<file path="src/rtl/tick_capture_bank_if.sv">
// tick_capture_bank_if
//   Bundles the switch-side inputs and LED-side outputs of tick_capture_bank.
//   master: drives switches/controls and observes the display (board or bench).
//   slave : the capture bank itself.
//   Signals
//     D          switch data, WIDTH bits
//     en         capture enable, active-high
//     mode       00 PASS, 01 LATCH, 10 EDGE, 11 PLAY
//     led        registered display value, WIDTH bits
//     phase_led  divider MSB (slow blink)
//     hist_count number of valid history entries
//     hist_full  hist_count == DEPTH
interface tick_capture_bank_if #(
  parameter int WIDTH = 8,
  parameter int DEPTH = 4
);
  localparam int CNT_W = $clog2(DEPTH + 1);

  logic [WIDTH-1:0] D;
  logic             en;
  logic [1:0]       mode;
  logic [WIDTH-1:0] led;
  logic             phase_led;
  logic [CNT_W-1:0] hist_count;
  logic             hist_full;

  modport master (
    output D, en, mode,
    input  led, phase_led, hist_count, hist_full
  );

  modport slave (
    input  D, en, mode,
    output led, phase_led, hist_count, hist_full
  );
endinterface

</file>
<file path="src/rtl/tick_capture_bank.sv">
// tick_capture_bank
//   Switch-to-LED capture stage for board labs. A free-running divider gives a
//   slow phase and a one-cycle tick. Switch data is passed straight through,
//   latched during the high phase, or captured on ticks into a DEPTH-entry
//   history that can be replayed on the LEDs one entry per tick.
//   Ports
//     clk  system clock, all state on posedge
//     rst  asynchronous active-high reset (synchronous release expected)
//     bus  tick_capture_bank_if.slave: D, en, mode in; led, phase_led,
//          hist_count, hist_full out
module tick_capture_bank #(
  parameter int WIDTH    = 8,
  parameter int DEPTH    = 4,
  parameter int DIV_BITS = 24
) (
  input  logic                 clk,
  input  logic                 rst,
  tick_capture_bank_if.slave   bus
);

  localparam int CNT_W = $clog2(DEPTH + 1);
  localparam int PTR_W = (DEPTH > 1) ? $clog2(DEPTH) : 1;

  typedef enum logic [1:0] {
    MODE_PASS  = 2'b00,
    MODE_LATCH = 2'b01,
    MODE_EDGE  = 2'b10,
    MODE_PLAY  = 2'b11
  } mode_t;

  mode_t            mode_cur;
  mode_t            mode_prev;
  logic [DIV_BITS-1:0] cntr;
  logic             tick;
  logic             phase;
  logic [WIDTH-1:0] q;
  logic [WIDTH-1:0] q_next;
  logic [WIDTH-1:0] hist [DEPTH];
  logic [CNT_W-1:0] hist_count;
  logic             hist_full;
  logic             push;
  logic             play_entry;
  logic [PTR_W-1:0] rd_ptr;
  logic [PTR_W-1:0] rd_ptr_next;
  logic [WIDTH-1:0] led_r;
  logic [WIDTH-1:0] led_next;

  // Playback pointer advance: wraps after the newest valid entry, and parks
  // at 0 while the history is empty.
  function automatic logic [PTR_W-1:0] wrap_ptr(
    input logic [PTR_W-1:0] ptr,
    input logic [CNT_W-1:0] count
  );
    if (count == '0)
      return '0;
    if (CNT_W'(ptr) == count - CNT_W'(1))
      return '0;
    return ptr + PTR_W'(1);
  endfunction

  assign mode_cur   = mode_t'(bus.mode);
  assign tick       = (cntr == '1);
  assign phase      = cntr[DIV_BITS-1];
  assign hist_full  = (hist_count == CNT_W'(DEPTH));
  assign push       = (mode_cur == MODE_EDGE) && tick && bus.en;
  assign play_entry = (mode_cur == MODE_PLAY) && (mode_prev != MODE_PLAY);

  // Hold register: transparent in the high phase for LATCH, tick-sampled
  // for EDGE, untouched in PASS/PLAY.
  always_comb begin
    q_next = q;
    case (mode_cur)
      MODE_LATCH: if (bus.en && phase) q_next = bus.D;
      MODE_EDGE:  if (bus.en && tick)  q_next = bus.D;
      default:    q_next = q;
    endcase
  end

  // PLAY entry rewinds to the oldest entry and wins over a same-cycle tick.
  always_comb begin
    rd_ptr_next = rd_ptr;
    if (play_entry)
      rd_ptr_next = '0;
    else if ((mode_cur == MODE_PLAY) && tick)
      rd_ptr_next = wrap_ptr(rd_ptr, hist_count);
  end

  // The display register loads the post-edge view of the selected source,
  // so led equals q (or the playback entry) right after every edge.
  always_comb begin
    led_next = '0;
    case (mode_cur)
      MODE_PASS:  led_next = bus.D;
      MODE_LATCH: led_next = q_next;
      MODE_EDGE:  led_next = q_next;
      MODE_PLAY:  led_next = (hist_count == '0) ? '0 : hist[rd_ptr_next];
      default:    led_next = '0;
    endcase
  end

  always_ff @(posedge clk or posedge rst) begin
    if (rst) begin
      cntr       <= '0;
      q          <= '0;
      led_r      <= '0;
      hist_count <= '0;
      rd_ptr     <= '0;
      mode_prev  <= MODE_PASS;
      for (int i = 0; i < DEPTH; i++)
        hist[i] <= '0;
    end else begin
      cntr      <= cntr + DIV_BITS'(1);
      q         <= q_next;
      led_r     <= led_next;
      rd_ptr    <= rd_ptr_next;
      mode_prev <= mode_cur;
      if (push) begin
        // hist[0] is always the oldest entry; once full, the oldest drops
        // off and the rest slide down to make room at the top.
        if (hist_full) begin
          for (int i = 0; i < DEPTH - 1; i++)
            hist[i] <= hist[i+1];
          hist[DEPTH-1] <= bus.D;
        end else begin
          for (int i = 0; i < DEPTH; i++)
            if (CNT_W'(i) == hist_count)
              hist[i] <= bus.D;
          hist_count <= hist_count + CNT_W'(1);
        end
      end
    end
  end

  assign bus.led        = led_r;
  assign bus.phase_led  = phase;
  assign bus.hist_count = hist_count;
  assign bus.hist_full  = hist_full;

endmodule

</file>
<file path="src/flat_wrapper.sv">
// flat-port wrapper written by rule: the top's interface ports become plain ports
module tick_capture_bank_flat 
#(
  parameter int WIDTH    = 8,
  parameter int DEPTH    = 4,
  parameter int DIV_BITS = 24
)
  (clk, rst, bus_D, bus_en, bus_mode, bus_led, bus_phase_led, bus_hist_count, bus_hist_full);
  tick_capture_bank_if #(.WIDTH(WIDTH), .DEPTH(DEPTH)) bus_i ();
  input  logic clk;
  input  logic rst;
  input wire logic [$bits(bus_i.D)-1:0] bus_D;
  input wire logic [$bits(bus_i.en)-1:0] bus_en;
  input wire logic [$bits(bus_i.mode)-1:0] bus_mode;
  output wire logic [$bits(bus_i.led)-1:0] bus_led;
  output wire logic [$bits(bus_i.phase_led)-1:0] bus_phase_led;
  output wire logic [$bits(bus_i.hist_count)-1:0] bus_hist_count;
  output wire logic [$bits(bus_i.hist_full)-1:0] bus_hist_full;
  assign bus_i.D = bus_D;
  assign bus_i.en = bus_en;
  assign bus_i.mode = bus_mode;
  assign bus_led = bus_i.led;
  assign bus_phase_led = bus_i.phase_led;
  assign bus_hist_count = bus_i.hist_count;
  assign bus_hist_full = bus_i.hist_full;
  tick_capture_bank #(.WIDTH(WIDTH), .DEPTH(DEPTH), .DIV_BITS(DIV_BITS)) u_core (.clk(clk), .rst(rst), .bus(bus_i));
endmodule
</file>
<file path="config.mk">
export PLATFORM = sky130hd
export DESIGN_NAME = tick_capture_bank_flat
export DESIGN_NICKNAME = d
export VERILOG_FILES = /design/src/rtl/tick_capture_bank_if.sv /design/src/rtl/tick_capture_bank.sv /design/src/flat_wrapper.sv
export SDC_FILE = /design/constraint.sdc
export NUM_CORES = 1
export LEC_CHECK = 0
export ABC_AREA = 1
export BUFFER_PORTS_ARGS = -buffer_cell sky130_fd_sc_hd__buf_4
export CORE_MARGIN = 5
export CORE_UTILIZATION = 26
export DETAILED_ROUTE_END_ITERATION = 7
export PLACE_DENSITY_LB_ADDON = 0.15
export REMOVE_ABC_BUFFERS = 1
export SLEW_MARGIN = 20
export SYNTH_ARGS = -nofsm -noshare
export SYNTH_HDL_FRONTEND = slang
export SYNTH_SLANG_ARGS = --single-unit
</file>
<file path="constraint.sdc">
create_clock -name clk -period 2.9 [get_ports clk]
set_input_delay 0 -clock clk [delete_from_list [all_inputs] [get_ports clk]]
set_output_delay 0 -clock clk [all_outputs]
set_load 0.05 [all_outputs]
</file>
; ---- Yosys cells after proc, flatten, opt, wreduce, memory -nomap -nowiden
; Index checks and enable logic that the tools add are counted.
[word_totals]
register_bits = 79
output_inout_bits = 13
[classes]
add_sub_neg = 4
eq_ne = 10
magnitude_cmp = 1
reduce_logical = 18
muxes = 26
n_bitwise = 2
[ops]
columns = operator, n
row1 = 8-bit 2-to-1 mux, 9
row2 = 32-bit 2-to-1 mux, 1
row3 = "24-bit by 1-bit adder with 24-bit output, second input constant", 1
row4 = "24-bit == test, second input constant", 1
row5 = 8-bit one-hot mux with 3 select lines, 1
row6 = 8-bit binary-select mux with 2-bit select, 1
row7 = 8-bit one-hot mux with 2 select lines, 1
row8 = 2-bit 2-to-1 mux, 6
row9 = 2-bit AND reduction, 5
row10 = 2-bit nonzero test, 4
row11 = 1-bit 2-to-1 mux, 7
row12 = "2-bit by 3-bit == test with 1-bit output, first input constant", 2
row13 = 1-bit logical AND, 6
row14 = "2-bit == test, second input constant", 2
row15 = "3-bit by 1-bit adder with 3-bit output, second input constant", 1
row16 = "1-bit by 3-bit == test with 1-bit output, first input constant", 1
row17 = 2-bit by 3-bit == test with 1-bit output, 1
row18 = "3-bit == test, second input constant", 1
row19 = "3-bit >= comparator, second input constant", 1
row20 = 3-bit zero test, 1
row21 = 2-bit inverter with 3-bit output, 1
row22 = "3-bit by 1-bit subtractor with 3-bit output, second input constant", 1
row23 = "2-bit by 1-bit adder with 2-bit output, second input constant", 1
row24 = "2-bit by 1-bit == test with 1-bit output, second input constant", 1
row25 = other kinds (4), 4

; ---- Depth between registers and ports, before layout
[logic_depth]
ltp_word = 17
mapped_depth = 15
ltp_nobuf = 14

; ---- Least setup slack after synthesis
; OpenSTA, ideal clock, no wires.
[synth_timing]
path_kind = flip-flop to flip-flop
start = register u_core.hist_count[0], in the netlist u_core.bus.hist_count[0]
end = register u_core.led_r[1], in the netlist u_core.bus.led[1]
setup_slack_ns = 0.595
n_path_buf = 1
stages_incl_launch_ff = 14
required_ns = 2.827
synth_period_minus_slack_ns = 2.305
t_arrival_ns = 2.232
path_cell_list = dfrtp_1 inv_1 ha_1 xor2_1 nand3_1 nand3_1 nand2_4 nand3_4 buf_6 nand2_1 nand3_1 nand2_1 nand2_1 a21oi_2
[synth_via]
elab_chain_cells = 16
elab_cells_between_ends = 21
[synth_lines]
columns = element, line_no
row1 = start: declaration, tick_capture_bank.sv:39  ; logic [CNT_W-1:0] hist_count;
row2 = start signal: assignment, tick_capture_bank.sv:128  ; hist_count <= hist_count + CNT_W'(1);
row3 = 3-bit by 1-bit subtractor with 3-bit output, tick_capture_bank.sv:56  ; if (CNT_W'(ptr) == count - CNT_W'(1))
row4 = 2-bit by 3-bit == test with 1-bit output, tick_capture_bank.sv:56
row5 = 1-bit 2-to-1 mux (2 in series), tick_capture_bank.sv:56
row6 = 1-bit 2-to-1 mux, tick_capture_bank.sv:84  ; else if ((mode_cur == MODE_PLAY) && tick)
row7 = 1-bit 2-to-1 mux, tick_capture_bank.sv:82  ; if (play_entry)
row8 = 2-bit 2-to-1 mux, tick_capture_bank.sv:58  ; return ptr + PTR_W'(1);
row9 = 2-bit 2-to-1 mux, tick_capture_bank.sv:56
row10 = 2-bit 2-to-1 mux, tick_capture_bank.sv:84
row11 = 2-bit 2-to-1 mux, tick_capture_bank.sv:82
row12 = 2-bit inverter with 3-bit output (not written as such), tick_capture_bank.sv:96  ; MODE_PLAY: led_next = (hist_count == '0) ? '0 : hist[rd_ptr_next];
row13 = 8-bit binary-select mux with 2-bit select, tick_capture_bank.sv:96
row14 = 8-bit 2-to-1 mux (not written as such) (2 in series), tick_capture_bank.sv:96
row15 = 8-bit 2-to-1 mux (*), tick_capture_bank.sv:96
row16 = 8-bit one-hot mux with 3 select lines (*), tick_capture_bank.sv:92  ; case (mode_cur)
row17 = named net u_core.led_next[1], tick_capture_bank.sv:46  ; logic [WIDTH-1:0] led_next;
row18 = end signal: assignment, tick_capture_bank.sv:114  ; led_r <= led_next;
row19 = end: declaration, tick_capture_bank.sv:45  ; logic [WIDTH-1:0] led_r;
; The timed path passes the listed nets; every way through them passes the cells marked *. The select of a mux whose other input is x is not followed.
; A chain may end at the register's enable or synchronous reset.

; ---- Worst setup path after layout
[layout_timing]
start = register u_core.hist_count[0], in the netlist u_core.bus.hist_count[0]
end = register u_core.led_r[3], in the netlist u_core.bus.led[3]
; The elaborated chain is that of the path after synthesis.

==> implementation parameters <==
Parameter                              Value

Floorplanning
  Floorplan core area ... 16500 µm²
  Site row count ... 47
  Ports placed on the boundary ... 26
  Horiz. Die Dim ... 139 µm
  Initial core utilization ... 0.263
  Die Outline Area ... 19400 µm²
  Vertical die dimension ... about 140 µm

Global routing
  Most used routing layer ... met2
  Global routing met3 resource utilization ... 0.0234
  Met1 layer usage reported by global route ... 0.161
  Total global routing track utilization ... 0.118
  Number of antenna violations at the first check in global routing ... 0
  M2 GR Usage ... 0.187
  Largest net degree at the start of global routing ... 48
  Wire length of the first global-routing pass ... 18400 µm
  Number of global-route vias before repair ... approximately 3.5k
  Overflow after GRT ... 0

STA
  Max transition margin ... 0.412
  Largest clock skew in the final design ... approximately 0.0074 ns
  Fmax achieved ... 0.401 GHz
  Endpoints failing setup ... 0
  Setup TNS Final ... 0 ns
  Shortest period the worst path allows ... 2.49 ns
  Number of hold-slack violations in the final timing report ... 0
  Unrepaired setup endpoints after global routing ... no
  Slew at the pin closest to its max-slew limit ... 0.881 ns
  Final Max Slew Viols ... 0
  Period utilization ... 0.859

Power
  Fraction of power consumed by the clock network ... 0.486
  Reg power frac ... 0.442
  Power per Cell Area ... roughly 490 nW/µm²
  Switch Pwr ... roughly 0.0006 W
  Switching part of the total power ... 0.239
  Static power due to leakage ... between 2 and 3 nW
  Internal power consumption ... 0.00192 W
  Peak supply drop ... 0.215 mV
  Part of the total power dissipated in combinational logic ... 0.072

Critical path
  Reg-to-Reg End ... u_core.bus.led[3]
  Worst setup path class ... flip-flop to flip-flop
  Crit path max fanout ... 17
  FF-to-FF setup slack ... 0.41 ns
  Launching element of the worst setup path ... u_core.bus.hist_count[0]
  Worst Setup EP ... u_core.bus.led[3]
  Critical path capture point type ... flip-flop
  Worst path required time ... approximately 3.2 ns
  Worst path arrival time ... 2.75 ns
  Start of the worst register-to-register path ... u_core.bus.hist_count[0]
  R2r worst-path depth ... 12
  Startpoint Class ... flip-flop

Clocking
  Number of buffers on the longest clock path ... 2
  CTS clock-pin slew for the worst setup and hold paths ... approximately 0.060 ns
  Clock tree from TritonCTS ... done
  Clock Latency Late Sink ... 0.34 ns
  TritonCTS Buffers ... 9
  Clock root buffer ... clkbuf_16
  Clock H-tree levels ... 3
  Number of cells upsized or downsized after cts ... 0
  Postcts setup bufs ... 0
  Number of sinks driven by the clock tree ... 79

Finish
  Most common library cell in the layout ignoring fill and taps ... nand2_1
  Leading cell types in the layout, fill and taps excluded ... nand2_1 (117), dfrtp_1 (79), inv_1 (60), o21ai_1 (33), nor2_1 (30)
  Post-layout instance count excluding filler cells ... between 700 and 800
  Layout overhead on the synthesized area ... 19.3%
  Antenna Diode Count ... 0
  Fin nets ... about 570
  Share of post-route cells with drive strength above 1 ... 0.159

Detailed routing
  Drc violations ... 0
  Pre-Repair DR Iteration Count ... 6
  Via count normalized by instance count ... 4.42
  Total vias in the final route ... 3424
  Detailed router's first-iteration violation count ... 158
  Antenna viol nets, final ... 0
  Wire length per cell after detailed routing ... 14.0 µm
  Routed wire length ... ~11000 µm

Yosys
  Sequential fraction of the synthesis area ... 0.456
  Post-synthesis cell area ... 4340 µm²
  Average instance area after synthesis ... 8.39 µm²
  Distinct cell type count after synthesis ... 31
  Register bit count reported by yosys ... 79
  Number of synthesis warnings ... 0
  Post-synthesis instance total ... 517

Flow run
  Number of maximum-capacitance constraint violations ... 0

Placed design
  Estimated wirelength of the detail-placed design ... ~7600 µm
  Total instance count after detailed placement ... 747
  Weighted congestion at the end of routability-driven global placement ... 0.736
  Count of input and output buffers ... 25

Outcome
  Status ... completed

Hold path
  Worst hold path class ... input port to flip-flop
==> registers in the layout (all words and copies together) (netlist names) <==
| signal | count |
|---|---|
| u_core.bus.hist_count | 3 |
| u_core.bus.led | 8 |
| u_core.cntr | 24 |
| u_core.hist | 32 |
| u_core.mode_prev | 2 |
| u_core.q | 8 |
| u_core.rd_ptr | 2 |
==> cell type report <==
cell class / count / area (µm²)
Clock inverter: 7 / 97.6
Inverter: 67 / 253
Multi-Input combinational cell: 353 / 2010
Fill cell: 1775 / 11300
Clock buffer: 9 / 225
Timing Repair Buffer: 39 / 333
Tap cell: 220 / 275
Sequential cell: 79 / 1980
==> timing repair <==
item / 4_1_cts / 5_1_grt
endpoints found under the setup margin: 0 / 0
hold buffers: 11 / 0
hold endpoints to repair: 61 / 0
==> worst min-delay path by stage <==
stage          slack [ns]  depth (start not counted)                  end         from
2_1_floorplan        0.03                          0  u_core.mode_prev[0]  bus_mode[0]
3_3_place_gp         0.14                          1  u_core.mode_prev[1]  bus_mode[1]
3_5_place_dp         0.14                          1  u_core.mode_prev[1]  bus_mode[1]
4_1_cts              0.32                          6          u_core.q[0]       bus_en
5_1_grt              0.33                          2  u_core.mode_prev[1]  bus_mode[1]
6_report             0.31                          6          u_core.q[0]       bus_en
==> worst max-delay path, stage by stage, from the launching register on <==
cell     delay, ns
dfrtp_1       0.49
inv_1         0.13
ha_1          0.33
xor2_1        0.15
nand3_1       0.10
nand3_1       0.12
nand2_4       0.24
nand3_4       0.25
nand2_1       0.13
nand3_1       0.07
nand2_1       0.14
nand2_1       0.08
a21oi_2       0.16
==> synth_stat cells (all sizes together) <==
cell / number / area (µm²)
nand2: 125 / 504
dfrtp: 79 / 1980
inv: 67 / 251
o21ai: 58 / 290
nor2: 39 / 218
a21oi: 29 / 175
nand3: 29 / 188
nand4: 20 / 125
o211ai: 16 / 160
xor2: 16 / 140
buf: 10 / 66.3
ha: 10 / 125
clkbuf: 8 / 30.0
xnor2: 8 / 70.1
a31oi: 1 / 6.26
nor3: 1 / 5.00
nor4: 1 / 6.26
==> power groups by stage <==
stage | clock network [W] | registers (W) | logic (W)
finish | 0.00123 | 0.00112 | 0.000182
global route | 0.00132 | 0.00112 | 0.000201
CTS | 0.00127 | 0.00112 | 0.000188
detailed placement | 0 | 0.00114 | 0.000176
global placement | 0 | 0.00114 | 0.000176
floorplan | 0 | 0.00117 | 0.0000656
==> cell families (layout without fill, tap and decap cells) <==
family                   Yosys count  in the layout  share of synthesized area
AO/OA/AOI/OAI                    104            104                      0.146
AND/OR/NAND/NOR                  215            215                      0.241
flip-flops                        79             79                      0.456
buffers and inverters             85            122                     0.0802
adder cells (fa/ha/maj)           10             10                     0.0288
XOR/XNOR                          24             24                     0.0485
==> metrics by stage <==
step | total power, W | area, µm² | setup slack, ns | util | hold slack (ns)
detailed placement | 0.00131 | 4740 | 0.397 | 0.288 | 0.143
finish | 0.00253 | 5170 | 0.409 | 0.314 | 0.315
global placement | 0.00131 | 4740 | 0.423 | 0.288 | 0.140
floorplan | 0.00124 | 4240 | 0.245 | - | 0.0314
CTS | 0.00257 | 5170 | 0.378 | 0.314 | 0.317
global route | 0.00264 | 5170 | 0.181 | 0.314 | 0.325
==> per-layer routing <==
metal  vias up  wire (µm)
met5         -          0
met4         0        197
met3        12        351
met2        49       4940
met1      1613       5330
li1       1750          -
No activity file was read; power rests on OpenSTA's default activity.
